[config.mk]
export PLATFORM = sky130hd
export DESIGN_NAME = uart_sender
export DESIGN_NICKNAME = d
export VERILOG_FILES = /design/src/rtl/uart_sender.sv
export SDC_FILE = /design/constraint.sdc
export NUM_CORES = 1
export LEC_CHECK = 0
export ABC_CLOCK_PERIOD_IN_PS = 4400
export CAP_MARGIN = 25
export CORE_ASPECT_RATIO = 1.2
export CORE_MARGIN = 3
export CORE_UTILIZATION = 45
export CTS_CLUSTER_SIZE = 28
export DETAILED_ROUTE_END_ITERATION = 10
export GPL_TIMING_DRIVEN = 1
export PLACE_DENSITY_LB_ADDON = 0.08
export REMOVE_ABC_BUFFERS = 1
export SETUP_SLACK_MARGIN = 0.15
export SLEW_MARGIN = 20
export SYNTH_ARGS = -nofsm -noshare
export SYNTH_HDL_FRONTEND = slang
export SYNTH_SLANG_ARGS = --single-unit
export TNS_END_PERCENT = 5
[constraint.sdc]
create_clock -name clk -period 4.4 [get_ports clk]
set_input_delay 0.44 -clock clk [delete_from_list [all_inputs] [get_ports clk]]
set_output_delay 0.44 -clock clk [all_outputs]
set_load 0.005 [all_outputs]
[src/rtl/uart_sender.sv]
// rtl/uart_sender.sv - 8N1 UART transmitter, one byte per request, registered outputs
// Frame occupies 10*BAUD_DIV cycles after the accept edge; TX_DONE pulses on the first idle cycle.
module uart_sender #(
    parameter int BAUD_DIV = 5208
) (
    input  logic       clk,
    input  logic       reset,
    input  logic [7:0] TX_DATA,
    input  logic       TX_EN,
    output logic       TX_STATUS,
    output logic       UART_TX,
    output logic       TX_DONE
);
    typedef enum logic [1:0] {
        IDLE  = 2'd0,
        START = 2'd1,
        DATA  = 2'd2,
        STOP  = 2'd3
    } state_t;

    localparam logic [15:0] BAUD_LAST = 16'(BAUD_DIV - 1);

    state_t      state_q, state_d;
    logic [15:0] baud_q, baud_d;
    logic [2:0]  bit_q, bit_d;
    logic [7:0]  shift_q, shift_d;
    logic        tx_q, tx_d;
    logic        status_q, status_d;
    logic        done_q, done_d;
    logic        baud_wrap;

    assign baud_wrap = (baud_q == BAUD_LAST);
    assign UART_TX   = tx_q;
    assign TX_STATUS = status_q;
    assign TX_DONE   = done_q;

    always_ff @(posedge clk) begin
        if (reset) begin
            state_q  <= IDLE;
            baud_q   <= 16'd0;
            bit_q    <= 3'd0;
            shift_q  <= 8'd0;
            tx_q     <= 1'b1;
            status_q <= 1'b1;
            done_q   <= 1'b0;
        end else begin
            state_q  <= state_d;
            baud_q   <= baud_d;
            bit_q    <= bit_d;
            shift_q  <= shift_d;
            tx_q     <= tx_d;
            status_q <= status_d;
            done_q   <= done_d;
        end
    end

    always_comb begin
        state_d = state_q;
        case (state_q)
            IDLE:    if (TX_EN) state_d = START;
            START:   if (baud_wrap) state_d = DATA;
            DATA:    if (baud_wrap && bit_q == 3'd7) state_d = STOP;
            STOP:    if (baud_wrap) state_d = IDLE;
            default: state_d = IDLE;
        endcase
    end

    // Output flops are loaded with the value for the cycle that follows the edge,
    // so every serial bit appears exactly one edge after the decision that selects it.
    always_comb begin
        baud_d   = 16'd0;
        bit_d    = bit_q;
        shift_d  = shift_q;
        tx_d     = 1'b1;
        status_d = 1'b0;
        done_d   = 1'b0;
        case (state_q)
            IDLE: begin
                bit_d    = 3'd0;
                status_d = 1'b1;
                if (TX_EN) begin
                    shift_d  = TX_DATA;
                    tx_d     = 1'b0;
                    status_d = 1'b0;
                end
            end
            START: begin
                baud_d = baud_wrap ? 16'd0 : baud_q + 16'd1;
                tx_d   = baud_wrap ? shift_q[0] : 1'b0;
            end
            DATA: begin
                baud_d = baud_wrap ? 16'd0 : baud_q + 16'd1;
                tx_d   = shift_q[0];
                if (baud_wrap) begin
                    bit_d = bit_q + 3'd1;
                    if (bit_q == 3'd7) begin
                        tx_d = 1'b1;
                    end else begin
                        shift_d = {1'b0, shift_q[7:1]};
                        tx_d    = shift_q[1];
                    end
                end
            end
            STOP: begin
                baud_d = baud_wrap ? 16'd0 : baud_q + 16'd1;
                if (baud_wrap) begin
                    status_d = 1'b1;
                    done_d   = 1'b1;
                end
            end
            default: begin
                bit_d    = 3'd0;
                status_d = 1'b1;
            end
        endcase
    end
endmodule

==> results.json <==
{
  "rr_worst_depth": 6,
  "clkLatencyLatePin_ns": 0.29,
  "synth.area.mux_share": 0.04891,
  "min_to": "baud_q[0]",
  "diodes": 0,
  "max_slew_margin": 0.3281,
  "slew_violations": 0,
  "tightest_slew_ns": 0.9947,
  "worst_setup_path_start_kind": "flop",
  "clock_sinks": 32,
  "drc_errors": 0,
  "ctsResizeCount": 0,
  "num_vias": 1340,
  "cp_common_cell": "inv_1",
  "yosysUniqueCellTypes": 34,
  "grt_max_degree": 18,
  "synth_top_family_by_area": "simple AND/OR/NAND/NOR gates",
  "p_per_area_nw_per_um2": 542.8,
  "synth_compound_area_frac": 0.1157,
  "num_rows": 23,
  "post_cts_buffers": 0,
  "outcome": "finished, final reports clean",
  "fill_cells": 335,
  "irDropWorstVdd_v": 0.0002211,
  "hold_depth": 1,
  "start_util": 0.4746,
  "cp.required_ns": 4.61,
  "cts.path.max_buffers": 2,
  "coreArea_um2": 3396,
  "avgSynthCellArea_um2": 8.904,
  "ant_nets": 0,
  "routed_wl_um": 3433,
  "critPathArrivalTime_ns": 2.60,
  "viasPerCell": 5.826,
  "die-width_um": 60.63,
  "synthTopCellsByArea": "dfxtp_1, xnor2_1, ha_1, nor2_1, mux2_2",
  "layout.nets": 210,
  "drv_cap": 0,
  "avgRoutedWirePerCell_um": 14.93,
  "rsz0062_at_grt": "no",
  "overflow": 0,
  "yosysTopAreaCell": "dfxtp_1",
  "place.gp.congestion": 0.7815,
  "crit_chain": "inv_1, ha_1, inv_1, a41oi_1, o21ai_0, a21oi_1",
  "cts-root-buf": "clkbuf_8",
  "yosysSeqAreaShare": 0.3975,
  "setup_viol": 0,
  "setup_tns_ns": 0,
  "cts_buffers": 5,
  "topRoutingLayerUsed": "met4",
  "rr_endpoint": "bit_q[2]",
  "rrSetupSlack_ns": 2.01,
  "wl_met1_um": 1493,
  "leakage_nw": 0.6209,
  "yosys.area.top_type_share": 0.3975,
  "synth_simple_gate_area_frac": 0.2547,
  "antenna_found_initial": 0,
  "hp-class": "flop to flop",
  "min_from": "baud_q[0]",
  "timing.rr.start": "state_q[0]",
  "final_common_cell": "dfxtp_1",
  "cp_slowest_stage_delay_ns": 0.79,
  "syn_inst": 181,
  "syn_area_um2": 1612,
  "area_delta_synth_final_pct": 14.13,
  "synth_warnings": 0,
  "ys_ff_latch": 32,
  "met2_length_um": 1767,
  "crit_fanout": 17,
  "hold_viol": 0,
  "dieArea_um2": 4338,
  "holdWs_ns": 0.4690,
  "dr_wl_met3_um": 128,
  "dp_hpwl_um": 2400,
  "fin_skew_ns": 0.007577,
  "cts_hold_buffers": 0,
  "drive_above_1_share": 0.09845,
  "drt-initial-drc-count": 76,
  "die_y_um": 71.56,
  "grt_pass1_vias": 1335,
  "postLayoutCoreUtil": 0.5416,
  "min_period_ns": 2.394,
  "cp_slowest_cell": "a41oi_1",
  "crit_type": "flop to flop",
  "layout_common_cells": "dfxtp_1, nor2_1, nor3_1, clkdlybuf4s50_1, xnor2_1",
  "synth_fa_ha_area_frac": 0.05435,
  "cp-end-kind": "flop",
  "io_buffers": 13,
  "fmaxAchievable_ghz": 0.4177,
  "htree_levels": 2,
  "clk_pin_slew_ns": 0.07,
  "grt_pass1_wl_um": 5968,
  "yosys.area_share.xor_xnor": 0.07065,
  "grt_usage": 0.1819,
  "dr.pass1.iters": 4,
  "cts_tree": "yes",
  "timing.final.crit_share": 0.5441,
  "pin_count": 14
}
[sequential cells by signal (all words and copies together) (netlist names)]
name	flops
baud_q	16
bit_q	3
UART_TX	1
shift_q	8
TX_DONE	1
state_q	2
TX_STATUS	1
[critical path, delay by kind of cell (launching register included)]
kind                     cells  cell delay [ns]
buffers and inverters        2             0.27
AO/OA/AOI/OAI                3             1.13
adder cells (fa/ha/maj)      1             0.57
flip-flops                   1             0.33
[cells by family (layout without fill, tap and decap cells)]
kind of cell	Yosys count	after routing
simple gates	74	74
flops	32	32
fa+ha+maj	7	7
xor+xnor	13	13
mux	7	7
buf+inv	19	31
compound gates	29	29
[synth_stat cells]
cell	instances
mux2_2	7
nor4bb_4	1
nor4_1	10
nor3_1	14
a31oi_1	7
o221ai_1	1
or2_2	1
a41oi_1	2
ha_1	7
and4_1	1
nor4b_2	1
inv_1	10
xnor2_1	11
nand2_1	3
nor2_1	22
buf_6	3
a211oi_1	2
dfxtp_1	32
nand3_1	8
or3_1	1
o21ai_0	4
a41o_1	1
clkbuf_1	5
a31o_2	1
a21oi_1	8
nand4_1	5
nand3b_1	1
nor2b_1	2
buf_1	1
and3_1	3
a21o_1	1
xor2_1	2
o31ai_1	2
nor4_2	1
[layer usage]
layer  GRT usage  up-vias
li1            -      674
met1      0.2117      639
met2      0.3044       23
met3     0.05405        4
met4     0.07470        0
met5           0        -
[power by group]
group	switching [W]	internal, W	total (W)	leakage, nW
sequential	0.0000316	0.000344	0.000375	0.261
combinational	0.000204	0.000140	0.000344	0.305
clock	0.000111	0.000168	0.000279	0.0552
total	0.000347	0.000651	0.000998	0.621
[how the worst max path moves through the flow]
stage | from | end
floorplan | state_q[0] | bit_q[0]
global placement | state_q[0] | UART_TX
detailed placement | state_q[0] | bit_q[1]
CTS | state_q[0] | bit_q[1]
global route | state_q[0] | bit_q[1]
finish | state_q[0] | bit_q[2]
[stage by stage]
step | area [um^2] | total power [W] | worst slack, ns | std cells
floorplan | 1555 | 0.0006246 | 2.518 | 172
global placement | 1732 | 0.0007062 | 2.147 | 222
detailed placement | 1732 | 0.0007209 | 2.056 | 222
CTS | 1839 | 0.001004 | 2.026 | 230
global route | 1839 | 0.001066 | 1.714 | 230
finish | 1839 | 0.0009984 | 2.006 | 230
[cell type report]
class                           count  area [um^2]  share of cell area
Clock buffer                        6        72.57             0.03946
Clock inverter                      2        35.03             0.01905
Inverter                           10        37.54             0.02041
Multi-Input combinational cell    130        877.1              0.4769
Sequential cell                    32        640.6              0.3483
Tap cell                           37        46.29             0.02517
Timing Repair Buffer               13        130.1             0.07075
No activity file was read; power rests on OpenSTA's default activity.
==> RTL edit 1: new RTL, same flow settings <==
Re-encode `state_t` (4 states) as one-hot, 4 bits wide.
--- a/src/rtl/uart_sender.sv
+++ b/src/rtl/uart_sender.sv
@@ -11,11 +11,11 @@
     output logic       UART_TX,
     output logic       TX_DONE
 );
-    typedef enum logic [1:0] {
-        IDLE  = 2'd0,
-        START = 2'd1,
-        DATA  = 2'd2,
-        STOP  = 2'd3
+    typedef enum logic [3:0] {
+        IDLE  = 4'b0001,
+        START = 4'b0010,
+        DATA  = 4'b0100,
+        STOP  = 4'b1000
     } state_t;
 
     localparam logic [15:0] BAUD_LAST = 16'(BAUD_DIV - 1);
Formal check against the unedited RTL: no difference found for any inputs over 10 cycles, from zero or initial values and one cycle with reset high; not proved beyond that.
==> RTL edit 1 against the original RTL <==
Cell count grew 11%. Worst setup slack gained 320 ps. Sequential cell count grew 2. Design area grew 5.3%. Fmax grew 15%. Utilization shrank 1.3 points. Routed wire length shrank 1.3%. Area after synthesis grew 7.1%. Critical endpoint is now state_q[1]$_SDFFE_PP0P_.
Power is not compared: it rests on default switching activity, and its combinational part moved more than twofold at a synthesized area within 25%.
==> RTL edit 1: results <==
[route]
wl_met1_um = 1480
firstDrtPassIters = 7
wirelength_um = 3390
drtIter0Drc = 89
vias_per_cell = 5.34
wl_met2_um = 1700

[final_layout]
fillers = 366
reg_top3 = "baud_q x16, shift_q x8, state_q x4"

[global_route]
met1_usage_pct = 18.6
grt_pass1_vias = 1337
grt.total_usage_pct = 16.5
grt_use_met3_pct = 3.36
grt_pass1_wl_um = 6040

[sta]
final.setup_skew_ps = 2.33
fmax_mhz = 482
holdWs_ps = 465
tightest_slew_ps = 801

[worst_setup_path]
path_max_fanout = 21
r2r_cells = 4
r2r-start = "state_q[0]$_SDFFE_PP1P_"
slowest_stage = "clkdlybuf4s50_1"

[synth]
ys_types = 42
synth-xor-area-share_pct = 7.61
synth_compound_area_share_pct = 14.5
ys_seq_area_share_pct = 39.4
yosys.area_share.adder_pct = 2.18

[run_status]
outcome = "finished clean"

[place]
place.gp.congestion = 0.760
hpwl_um = 2430
dpl_cell_area_sq_um = 1850

[hold_path]
min_to = "shift_q[5]$_SDFFE_PP0P_"
min_path_cells = 2
min_from = "shift_q[5]$_SDFFE_PP0P_"
-- RTL edit 1: cell count changes after synthesis, sizes merged, moves of 4 or more --
cell,before,now
a31oi,7,0
nand2b,0,6
a21oi,8,4
nor3,14,4
nor2,22,27
buf,4,8
nand2,3,9
and2,0,7
mux2,7,1
nor4,11,5
a211oi,2,8
ha,7,3
a221oi,0,7
-- RTL edit 1: power by group through the flow --
stage	combinational [mW]	sequential [mW]	clock, mW
after floorplan	0.0230	0.329	0
after global placement	0.0414	0.330	0
after detailed placement	0.0422	0.331	0
after CTS	0.0426	0.324	0.243
after global routing	0.0473	0.325	0.256
final	0.0419	0.324	0.237
-- RTL edit 1: worst max-delay path by stage --
| stage | depth (start not counted) | end | startpoint |
|---|---|---|---|
| finish | 5 | state_q[1]$_SDFFE_PP0P_ | reset |
| global route | 3 | shift_q[6]$_SDFFE_PP0P_ | state_q[0]$_SDFFE_PP1P_ |
| CTS | 5 | state_q[1]$_SDFFE_PP0P_ | reset |
| detailed placement | 5 | state_q[1]$_SDFFE_PP0P_ | reset |
| global placement | 5 | state_q[1]$_SDFFE_PP0P_ | reset |
| floorplan | 6 | shift_q[7]$_SDFFE_PP0P_ | bit_q[0]$_SDFFE_PP0P_ |
-- RTL edit 1: stage by stage --
step | util, % | cells
detailed placement | 50.4 | 248
CTS | 52.9 | 256
global route | 52.9 | 256
finish | 52.9 | 256
floorplan | - | 183
global placement | 50.4 | 248
-- RTL edit 1: layout make-up --
cell class / count / area (sq um) / share of cell area (%)
well taps: 52 / 65.1 / 3.36
clock buffers: 7 / 86.3 / 4.46
flip-flops and latches: 34 / 681 / 35.1
clock inverters: 1 / 5.00 / 0.258
inverters: 13 / 48.8 / 2.52
multi-input cells: 136 / 921 / 47.5
repair buffers: 13 / 130 / 6.72
==> RTL edit 2: new RTL, config.mk and constraints unchanged <==
Made on the original files. The parameter `BAUD_DIV` goes from 5208 to 2604.
--- a/src/rtl/uart_sender.sv
+++ b/src/rtl/uart_sender.sv
@@ -1,7 +1,7 @@
 // rtl/uart_sender.sv - 8N1 UART transmitter, one byte per request, registered outputs
 // Frame occupies 10*BAUD_DIV cycles after the accept edge; TX_DONE pulses on the first idle cycle.
 module uart_sender #(
-    parameter int BAUD_DIV = 5208
+    parameter int BAUD_DIV = 2604
 ) (
     input  logic       clk,
     input  logic       reset,
Formal check against the unedited RTL: same outputs for any inputs over 10 cycles, from zero or initial values and one cycle with reset high; that may be too few to reach the edited logic, so the function may still have changed.
==> RTL edit 2 against the original RTL <==
Routed wire length rose by 1.4%. Area after synthesis grew 2.4%. Via count up 2.4%. Synthesized cell count grew 0.55%. Sequential cell count unchanged. Cell count fell by 0.43%. Design area increased by 1.7%. Total power is 2.0% lower. Worst setup slack gained 80 ps. Largest power group is now combinational cells.
==> RTL edit 2: results <==
[route]
wl_met2_um = 1710
wirelength_um = 3480
routedWlPerCell_um = 15.2
num_vias = 1372
wl_met3_um = 143
wl_met1_um = 1440
drtIter0Drc = 77

[power]
comb_power_share_pct = 37.9
p_seq_mw = 0.365
power.total_mw = 0.979
leakagePower_nw = 0.668
p_switching_mw = 0.353
ir_drop_mv = 0.198

[place]
dpl_cell_area_sq_um = 1770
io_buffers = 13
hpwl_um = 2470
place.gp.congestion = 0.923

[worst_setup_path]
crit_path_max_incr_delay_ps = 610
cp_top_family = "simple AND/OR/NAND/NOR gates"
r2r_cells = 4
startpoint = "baud_q[8]$_SDFF_PP0_"
path_max_fanout = 10
worstSetupEndpoint = "shift_q[1]$_SDFFE_PP0P_"
slowest_stage = "or4_4"
cp.arrival_ps = 2500
rrSetupSlack_ps = 2090

[synth]
ys_seq_area_share_pct = 38.8
synthTopCellsByCount = "32 x dfxtp_1, 24 x nor2_1, 12 x inv_1, 11 x nand2_1, 10 x xor2_1"
ys_types = 40
synth_cells = 182
synthTopCellsByArea = "dfxtp_1 39%, a221oi_2 6.4%, nor2_1 5.5%, ha_1 5.3%, xor2_1 5.3%"

[cts]
htree_levels = 2
max-clock-path-buffers = 2
post_cts_resized = 0

[final_layout]
syn_to_final_growth_pct = 13.3
fillers = 307
drive_gt1_share_pct = 11.5

[global_route]
grt_use_met3_pct = 4.80
grt_pass1_wl_um = 6050
grt_max_degree = 22
met1_usage_pct = 20.4
gr-usage-met2_pct = 28.4
grt.total_usage_pct = 18.1
grt_pass1_vias = 1373

[sta]
holdWs_ps = 460
timing.final.crit_share_pct = 52.6
final.setup_skew_ps = 6.25
slew_headroom_pct = 43.5

[hold_path]
min_path_cells = 1

[run_status]
outcome = "finished clean"
==> RTL edit 2: changes by cell type after synthesis, sizes merged, moves of 4 or more <==
| cell | unedited run | this run |
|---|---|---|
| nand2 | 3 | 11 |
| xor2 | 2 | 10 |
| or4 | 0 | 4 |
| xnor2 | 11 | 4 |
| o211ai | 0 | 5 |
| a21oi | 8 | 4 |
| a31oi | 7 | 1 |
| mux2 | 7 | 1 |
| a221oi | 0 | 8 |
| nor3 | 14 | 2 |
| a211oi | 2 | 7 |
| nor4 | 11 | 2 |
==> RTL edit 2: final cells by class <==
type,instances,area share (%)
inverters,12,2.41
well taps,37,2.47
multi-input cells,128,48.8
clock buffers,7,5.15
flip-flops and latches,32,34.2
repair buffers,13,6.96
==> RTL edit 2: cell families after synthesis <==
family	synth area share (%)
AND/OR/NAND/NOR	24.0
AO/OA/AOI/OAI	17.9
flip-flops	38.8
buffers and inverters	5.91
XOR/XNOR	7.43
adder cells (fa/ha/maj)	5.31
multiplexers	0.682
